<file path="config.mk">
export PLATFORM = sky130hd
export DESIGN_NAME = cacheline_adaptor
export DESIGN_NICKNAME = d
export VERILOG_FILES = /design/src/rtl/cacheline_pkg.sv /design/src/rtl/cacheline_adaptor.sv
export SDC_FILE = /design/constraint.sdc
export NUM_CORES = 1
export LEC_CHECK = 0
export ABC_AREA = 1
export BUFFER_PORTS_ARGS = -buffer_cell sky130_fd_sc_hd__buf_2
export CAP_MARGIN = 20
export CORE_AREA = 2 2 275 277
export CTS_BUF_LIST = sky130_fd_sc_hd__clkbuf_16
export CTS_CLUSTER_DIAMETER = 30
export CTS_CLUSTER_SIZE = 40
export DETAILED_ROUTE_END_ITERATION = 6
export DIE_AREA = 0 0 277 279
export GPL_ROUTABILITY_DRIVEN = 0
export MAX_ROUTING_LAYER = met4
export PLACE_DENSITY_LB_ADDON = 0.1
export SETUP_SLACK_MARGIN = 0.05
export SLEW_MARGIN = 40
export SYNTH_ARGS = -nofsm -noshare
export SYNTH_HDL_FRONTEND = slang
export SYNTH_SLANG_ARGS = --single-unit
</file>
<file path="constraint.sdc">
create_clock -name clk -period 3.1 [get_ports clk]
set_clock_uncertainty 0.15 [all_clocks]
set_input_delay 0.155 -clock clk [delete_from_list [all_inputs] [get_ports clk]]
set_output_delay 0.155 -clock clk [all_outputs]
set_load 0.02 [all_outputs]
</file>
<file path="src/rtl/cacheline_pkg.sv">
// rtl/cacheline_pkg.sv - shared constants, types and address helper for the cacheline adaptor
package cacheline_pkg;

    localparam int LINE_WIDTH  = 256;
    localparam int BURST_WIDTH = 64;
    localparam int ADDR_WIDTH  = 32;
    localparam int BEATS       = LINE_WIDTH / BURST_WIDTH;
    localparam int BEAT_BITS   = $clog2(BEATS);
    localparam int OFFSET_BITS = 5;

    typedef enum logic [1:0] {
        IDLE,
        RD,
        WR,
        DONE
    } adaptor_state_t;

    // Line viewed as BEATS beats so a beat index selects a slice directly.
    typedef logic [BEATS-1:0][BURST_WIDTH-1:0] line_t;
    typedef logic [BURST_WIDTH-1:0]            beat_t;
    typedef logic [BEAT_BITS-1:0]              beat_idx_t;

    localparam beat_idx_t LAST_BEAT = beat_idx_t'(BEATS - 1);

    localparam logic [ADDR_WIDTH-1:0] OFFSET_MASK = ADDR_WIDTH'((1 << OFFSET_BITS) - 1);

    // Clears the byte-within-line offset so bursts always start on a line boundary.
    function automatic logic [ADDR_WIDTH-1:0] line_align(input logic [ADDR_WIDTH-1:0] addr);
        return addr & ~OFFSET_MASK;
    endfunction

endpackage

</file>
<file path="src/rtl/cacheline_adaptor.sv">
// rtl/cacheline_adaptor.sv - converts 256-bit cache line requests into 4-beat 64-bit bursts
//
// Ports:
//   clk, rst          clock; asynchronous active-low reset
//   pmem_read/write   line request from the cache, held until pmem_resp
//   pmem_address      line address (low offset bits ignored)
//   pmem_wdata        line to write
//   pmem_resp         one-cycle completion pulse
//   pmem_rdata        last completed read line
//   address_o         line-aligned burst base address
//   burst_o/burst_i   outgoing write beat / incoming read beat
//   read_o/write_o    burst requests toward memory
//   resp_i            memory beat strobe, one beat per high cycle
module cacheline_adaptor
    import cacheline_pkg::*;
(
    input  logic                   clk,
    input  logic                   rst,
    input  logic                   pmem_read,
    input  logic                   pmem_write,
    input  logic [ADDR_WIDTH-1:0]  pmem_address,
    input  logic [LINE_WIDTH-1:0]  pmem_wdata,
    output logic                   pmem_resp,
    output logic [LINE_WIDTH-1:0]  pmem_rdata,
    output logic [ADDR_WIDTH-1:0]  address_o,
    output logic [BURST_WIDTH-1:0] burst_o,
    input  logic [BURST_WIDTH-1:0] burst_i,
    output logic                   read_o,
    output logic                   write_o,
    input  logic                   resp_i
);

    adaptor_state_t        state;
    adaptor_state_t        state_next;
    beat_idx_t             beat;
    line_t                 line_buf;
    line_t                 rdata_q;
    line_t                 line_merged;
    logic [ADDR_WIDTH-1:0] addr_q;
    logic                  last_beat;

    assign last_beat = resp_i && (beat == LAST_BEAT);

    // Read line as it will look once the beat on burst_i lands; lets the
    // visible read register load on the final beat edge without an extra cycle.
    always_comb begin
        line_merged       = line_buf;
        line_merged[beat] = beat_t'(burst_i);
    end

    always_ff @(posedge clk or negedge rst) begin
        if (!rst) begin
            state <= IDLE;
        end else begin
            state <= state_next;
        end
    end

    always_comb begin
        state_next = state;
        unique case (state)
            IDLE: begin
                // Write wins if the cache raises both; the line still completes.
                if (pmem_write) begin
                    state_next = WR;
                end else if (pmem_read) begin
                    state_next = RD;
                end
            end
            RD: begin
                if (last_beat) begin
                    state_next = DONE;
                end
            end
            WR: begin
                if (last_beat) begin
                    state_next = DONE;
                end
            end
            DONE: begin
                state_next = IDLE;
            end
            default: begin
                state_next = IDLE;
            end
        endcase
    end

    // Datapath: beat counter, line buffer, address and read-result registers.
    // rdata_q is written only by reads, so write traffic never disturbs pmem_rdata.
    always_ff @(posedge clk or negedge rst) begin
        if (!rst) begin
            beat     <= '0;
            line_buf <= '0;
            rdata_q  <= '0;
            addr_q   <= '0;
        end else begin
            unique case (state)
                IDLE: begin
                    beat <= '0;
                    if (pmem_write) begin
                        line_buf <= pmem_wdata;
                        addr_q   <= line_align(pmem_address);
                    end else if (pmem_read) begin
                        addr_q   <= line_align(pmem_address);
                    end
                end
                RD: begin
                    if (resp_i) begin
                        line_buf[beat] <= beat_t'(burst_i);
                        beat           <= beat + beat_idx_t'(1);
                        if (beat == LAST_BEAT) begin
                            rdata_q <= line_merged;
                        end
                    end
                end
                WR: begin
                    if (resp_i) begin
                        beat <= beat + beat_idx_t'(1);
                    end
                end
                default: begin
                end
            endcase
        end
    end

    always_comb begin
        pmem_resp  = (state == DONE);
        pmem_rdata = rdata_q;
        address_o  = addr_q;
        // The counter only leaves zero once the first beat is taken, so this
        // holds read_o high exactly until the first accepted beat.
        read_o     = (state == RD) && (beat == '0);
        write_o    = (state == WR);
        burst_o    = (state == WR) ? line_buf[beat] : '0;
    end

endmodule
</file>
==> results.tsv, run 1 <==
metric	value	unit
status	completed	
DR WL met2	63.6	mm
largest stage delay on the critical path	0.61	ns
fin crit share	96.2	%
first drt pass iteration count	6	
sequential fraction of the synthesis area	44.7	%
Arr. time, crit path	3.41	ns
pin count of the biggest net entering global routing	131	
mapped cell area	0.0304	mm^2
Total Routed Length	138	mm
syn_area_per_cell	6.66	um^2
Core Region	0.0741	mm^2
Crit-path slowest cell	dfrtp_4	
Synth warnings	0	
fill cell count	6746	
initial antenna violation count	8	
deepest clock path buffer count	3	
FF-to-FF path depth	9	
crit-path leading delay family	buffers and inverters	
synthesized flop and latch total	543	
Cells after Synth	4569	
RSZ-0062 raised after global routing	no	
vias per std cell	5.22	
Post-DP HPWL	81.3	mm
crit end category	flop	
clock transition at the registers of the reported paths	0.05	ns
Final Power	52.6	mW
residual DRC count	0	
Worst Setup Start Kind	flop	
most used flip-flop cell after synthesis	dfrtp_1	
top routing layer used	met4	
CTS tree	done	
H-tree Lvls	4	
grt ovf	0	
HP Class	in -> async	
top cells by area, synth	dfrtp_1 45%, nand2_1 29%, nand3_1 11%	
sequential cell area	0.0136	mm^2
IO Pins	712	
Met3 Wirelength	10.7	mm
setup violators final	0	
DIE AREA	0.0773	mm^2
Die Wd	277	um
wire length per cell	19.9	um
setup TNS	0	ns
Iter 0 DRT Violations	3060	
height of the die	279	um
ys async rst share	100	%
Period minus WS final	2.98	ns
Rows	100	
crit-path cells	inv_4, ha_4, buf_4, nand2_1, nand3_1, nand2_1, dlygate4sd3_1, nand2_1, nand2_1	
Worst VDD drop	0.740	mV
CTS Sinks	543	
ANT nets after route	0	
commonest cells in the netlist	2,343 x nand2_1, 643 x nand3_1, 543 x dfrtp_1	
Crit Path Category	reg -> reg	
Pins Over Slew Limit	0	
Leak	26.5	nW
met1 WL	55.7	mm
Synth area leader	dfrtp_1	
Buf/Inv on CP	3	
layout cells sized above 1	17.2	%
root buffer cell	clkbuf_16	
area grow syn2layout	51.5	%
total CTS buffers	145	
max_slew headroom	46.8	%
Critical Path RT	3.53	ns
gr usage total	36.1	%
area of the multi-input gates	0.0141	mm^2
total number of vias	36100	
Post-CTS Setup Inserts	0	
vias in the first global route	35800	
Slew @ Worst Pin	0.799	ns
most frequent cell after synthesis	nand2_1	
P per Cell Area	1140	mW/mm^2
Max Cap Viol	0	
Net count, final	6202	
IO Port Bufs	701	
fmax	0.335	GHz
first-pass GRT wire length	210	mm
most frequent cell on the critical path	nand2_1	
Synth top area share	44.7	%
Hold Slack	0.143	ns
Starting Density	41.1	%
number of stages on the worst setup path	9	
Final Hold Fails	0	
Post-synth EDFFs	0	
Netlist cell types	22	
Worst-Skew Late Latency	0.71	ns
Max Fanout on Critical Path	29	
Util after Layout	62.2	%
-- cells in the final DEF (no fill, tap or decap), types with 2 or more instances in the layout --
cell	Yosys	layout
buf_16	0	2
o21ai_1	10	9
inv_16	0	4
dlygate4sd3_1	0	636
buf_2	110	700
inv_1	355	373
clkinv_4	0	3
ha_4	0	5
buf_8	0	2
clkinv_2	0	22
clkinvlp_4	0	15
inv_6	0	8
a21oi_1	64	64
diode_2	0	8
dfrtp_4	0	2
bufinv_16	0	19
o21ai_0	279	279
inv_2	6	4
dfrtp_1	543	541
ha_1	10	5
conb_1	1	5
clkinv_1	1	29
buf_12	0	35
nor2_1	2	2
nand3_1	643	643
buf_4	12	46
clkbuf_16	0	147
nor2_4	1	2
nand2_1	2343	2343
-- power by group --
| group | total (mW) | internal [mW] | switching, mW |
|---|---|---|---|
| Sequential | 12.0 | 10.2 | 1.79 |
| Clock | 14.9 | 10.1 | 4.75 |
| Combinational | 25.8 | 8.89 | 16.9 |
| Total | 52.6 | 29.2 | 23.4 |
-- area by class of cell --
| type | count | share of cell area (%) |
|---|---|---|
| flip-flops and latches | 543 | 29.5 |
| well taps | 969 | 2.63 |
| inverters | 362 | 2.99 |
| multi-input cells | 3361 | 30.5 |
| clock buffers | 147 | 7.98 |
| clock inverters | 117 | 2.46 |
| diodes | 8 | 0.0434 |
| repair buffers | 1422 | 23.9 |
-- final timing paths --
check	slack, ns	from	endpoint
min	0.14	rst	pmem_rdata[21]
max in group asynchronous	2.14	rst	line_buf[49]
min in group clk	0.24	burst_i[39]	pmem_rdata[39]
max	0.12	beat[0]	line_buf[178]
max reg2reg	0.12	beat[0]	line_buf[178]
min reg2reg	0.32	line_buf[42]	line_buf[42]
-- layer usage --
metal / GRT usage (%) / up-vias
met2: 55.8 / 1789
met1: 45.0 / 17100
met4: 20.3 / 0
met3: 6.38 / 442
met5: - / -
li1: - / 16800
-- cells by family after synthesis --
group	Yosys count	share of synthesized area, %
buf+inv	669	9.49
fa+ha+maj	10	0.411
flops	543	44.7
compound gates	354	5.83
other cells	1	0.0123
simple gates	2992	39.6
-- per-stage QoR --
stage          worst slack, ns  cell area [um^2]  std cells
3_5_place_dp             0.590             34900       6020
3_3_place_gp             0.626             34800       6018
6_report                 0.118             46100       6929
4_1_cts                  0.149             46100       6921
2_1_floorplan             1.00             30400       4573
5_1_grt                 0.0491             46100       6929
-- state kept, by name, indices dropped and copies added (netlist names) --
| name | cells |
|---|---|
| beat | 2 |
| address_o | 27 |
| pmem_rdata | 256 |
| state | 2 |
| line_buf | 256 |
-- worst reg2reg max path, cell delays in order, from the launching register on --
cell and delay, ns:
dfrtp_4 0.61, inv_4 0.17, ha_4 0.34, buf_4 0.55, nand2_1 0.16, nand3_1 0.11, nand2_1 0.08, dlygate4sd3_1 0.57
nand2_1 0.07, nand2_1 0.07
-- repair_timing --
action,CTS,global route
gates resized for setup,1,1
endpoints found under the hold margin,1054,0
hold buffers,637,0
setup endpoints to repair,1,8
gates cloned,0,0
Note: power is estimated with default switching activity, not from simulation.
==> inputs of run 2 (changes only) <==
--- a/config.mk
+++ b/config.mk
@@ -8,17 +8,19 @@
 export ABC_AREA = 1
 export BUFFER_PORTS_ARGS = -buffer_cell sky130_fd_sc_hd__buf_2
 export CAP_MARGIN = 20
-export CORE_AREA = 2 2 275 277
+export CORE_AREA = 2 2 276 278
 export CTS_BUF_LIST = sky130_fd_sc_hd__clkbuf_16
 export CTS_CLUSTER_DIAMETER = 30
 export CTS_CLUSTER_SIZE = 40
 export DETAILED_ROUTE_END_ITERATION = 6
-export DIE_AREA = 0 0 277 279
+export DIE_AREA = 0 0 278 280
 export GPL_ROUTABILITY_DRIVEN = 0
 export MAX_ROUTING_LAYER = met4
 export PLACE_DENSITY_LB_ADDON = 0.1
+export RECOVER_POWER = 50
 export SETUP_SLACK_MARGIN = 0.05
 export SLEW_MARGIN = 40
 export SYNTH_ARGS = -nofsm -noshare
 export SYNTH_HDL_FRONTEND = slang
 export SYNTH_SLANG_ARGS = --single-unit
+export TNS_END_PERCENT = 30
==> constraint.sdc (replaced) <==
create_clock -name clk -period 2.8 [get_ports clk]
set_clock_uncertainty 0.15 [all_clocks]
set_input_delay 0.14 -clock clk [delete_from_list [all_inputs] [get_ports clk]]
set_output_delay 0.14 -clock clk [all_outputs]
set_load 0.02 [all_outputs]
==> results.tsv, run 2 (same netlist as run 1, synthesis figures left out) <==
metric	value	unit
status	complete, but fails checks	
deepest clock path buffer count	3	
DP Worst Slack	0.363	ns
ANT nets after route	0	
DIE AREA	0.0778	mm^2
total CTS buffers	145	
crit end category	output pin	
P per Cell Area	1280	mW/mm^2
Total Routed Length	137	mm
slack of the critical path	0.0124	ns
sequential cell area	0.0136	mm^2
Arr. time, crit path	2.50	ns
Util after Layout	59.5	%
met2 Resource Use GR	53.9	%
grt ovf	0	
met3 Usage GRT	6.69	%
Iter 0 DRT Violations	2737	
H-tree Lvls	4	
Leak	25.3	nW
failing checks	capacitance limit, slew limit	
Rows	101	
HP Class	in -> reg	
Worst-Skew Late Latency	0.74	ns
vias in the first global route	34700	
leading cell type in the layout, fill and taps excluded	nand2_1	
pin count of the biggest net entering global routing	165	
layout cells sized above 1	14.6	%
Worst VDD drop	1.40	mV
Net count, final	6068	
residual DRC count	0	
wire length per cell	20.2	um
setup violators final	0	
CTS Sinks	543	
Max Cap Viol	1	
clock transition at the registers of the reported paths	0.04	ns
worst reg2reg path startpoint	beat[0]	
area of the multi-input gates	0.0141	mm^2
Core Region	0.0752	mm^2
area grow syn2layout	46.9	%
max_slew headroom	-21.5	%
fin crit share	99.6	%
gr usage total	35.5	%
Pins Over Slew Limit	16	
setup TNS	0	ns
Period minus WS final	2.79	ns
busiest grt layer	met2	
Max Fanout on Critical Path	43	
IO Port Bufs	701	
Worst Setup Start Kind	flop	
height of the die	280	um
IO Pins	712	
Final Hold Fails	0	
fill cell count	7152	
vias per std cell	5.22	
most frequent cells in the layout	2,343 x nand2_1, 643 x nand3_1, 540 x dfrtp_1	
first-pass GRT wire length	206	mm
total number of vias	35500	
Slew @ Worst Pin	1.82	ns
Critical Path RT	2.51	ns
Hold Path Origin	pmem_address[20]	
fmax	0.359	GHz
met1 GRT Util	44.9	%
CP startpoint	beat[0]	
CTS tree	done	
initial antenna violation count	4	
Post-DP HPWL	79.6	mm
Die Wd	278	um
root buffer cell	clkbuf_16	
first drt pass iteration count	6	
Final Power	57.4	mW
RSZ-0062 raised after global routing	yes	
Starting Density	40.5	%
Crit Path Category	reg -> out	
run 2: changes by cell type in the layout (fill, tap and decap cells not counted), moves of 4 or more:
cell / previous run / this run
clkbuf_1: 0 / 177
clkbuf_2: 0 / 4
clkinvlp_4: 15 / 6
buf_4: 46 / 26
clkbuf_4: 0 / 7
clkinv_16: 0 / 6
diode_2: 8 / 4
clkinv_2: 22 / 30
dlygate4sd3_1: 636 / 502
buf_2: 700 / 528
run 2: path summary, 6_finish.rpt:
kind | end | slack, ns | cells past startpoint
worst min register to register | line_buf[201] | 0.32 | 2
worst min-delay path | address_o[20] | 0.05 | 4
max in group asynchronous | pmem_rdata[240] | 0.26 | 3
worst max register to register | line_buf[139] | 0.17 | 9
min in group asynchronous | pmem_rdata[202] | 1.06 | 3
worst max-delay path | burst_o[38] | 0.01 | 6
run 2: cell type report:
class,count,area share (%)
diodes,4,0.0224
flip-flops and latches,543,30.4
clock inverters,117,2.87
repair buffers,1288,21.3
well taps,978,2.74
clock buffers,145,8.12
inverters,362,3.09
multi-input cells,3361,31.5
run 2: metal layers:
metal  wire, um  part of all wire (%)  vias to the layer above
met5          0                     0                        -
met4       7600                   5.5                        0
met3      11000                   8.0                      443
met2      62700                    46                     1780
met1      56200                    41                    16800
li1           -                     -                    16500
run 2: critical path: stages (launching register included):
cell     delay [ns]
dfrtp_4        0.53
buf_6          0.28
buf_4          0.28
nand2_1        0.09
nand3_1        0.12
a21oi_2        0.28
buf_2          0.21
run 2: repair_timing:
item | in CTS | in global routing
buffers inserted | 1 | 0
hold buffers | 503 | 0
pin swaps | 1 | 0
setup endpoints to repair | 20 | 73
hold endpoints to repair | 1086 | 0
gates cloned | 2 | 2
gates resized for setup | 6 | 4
run 2: power breakdown:
part / internal, mW / total, mW / switching (mW)
clock network: 11.3 / 16.7 / 5.42
logic: 8.69 / 27.5 / 18.8
registers: 11.3 / 13.3 / 2.00
total: 31.2 / 57.4 / 26.2
run 2: per-stage QoR:
stage          hold WS [ns]  instances  cell area, um^2
2_1_floorplan        -0.306       4573            30400
3_3_place_gp        0.00559       6022            34900
3_5_place_dp         0.0103       6023            34900
4_1_cts             0.00976       6791            44900
5_1_grt              0.0613       6797            44700
6_report             0.0536       6798            44700
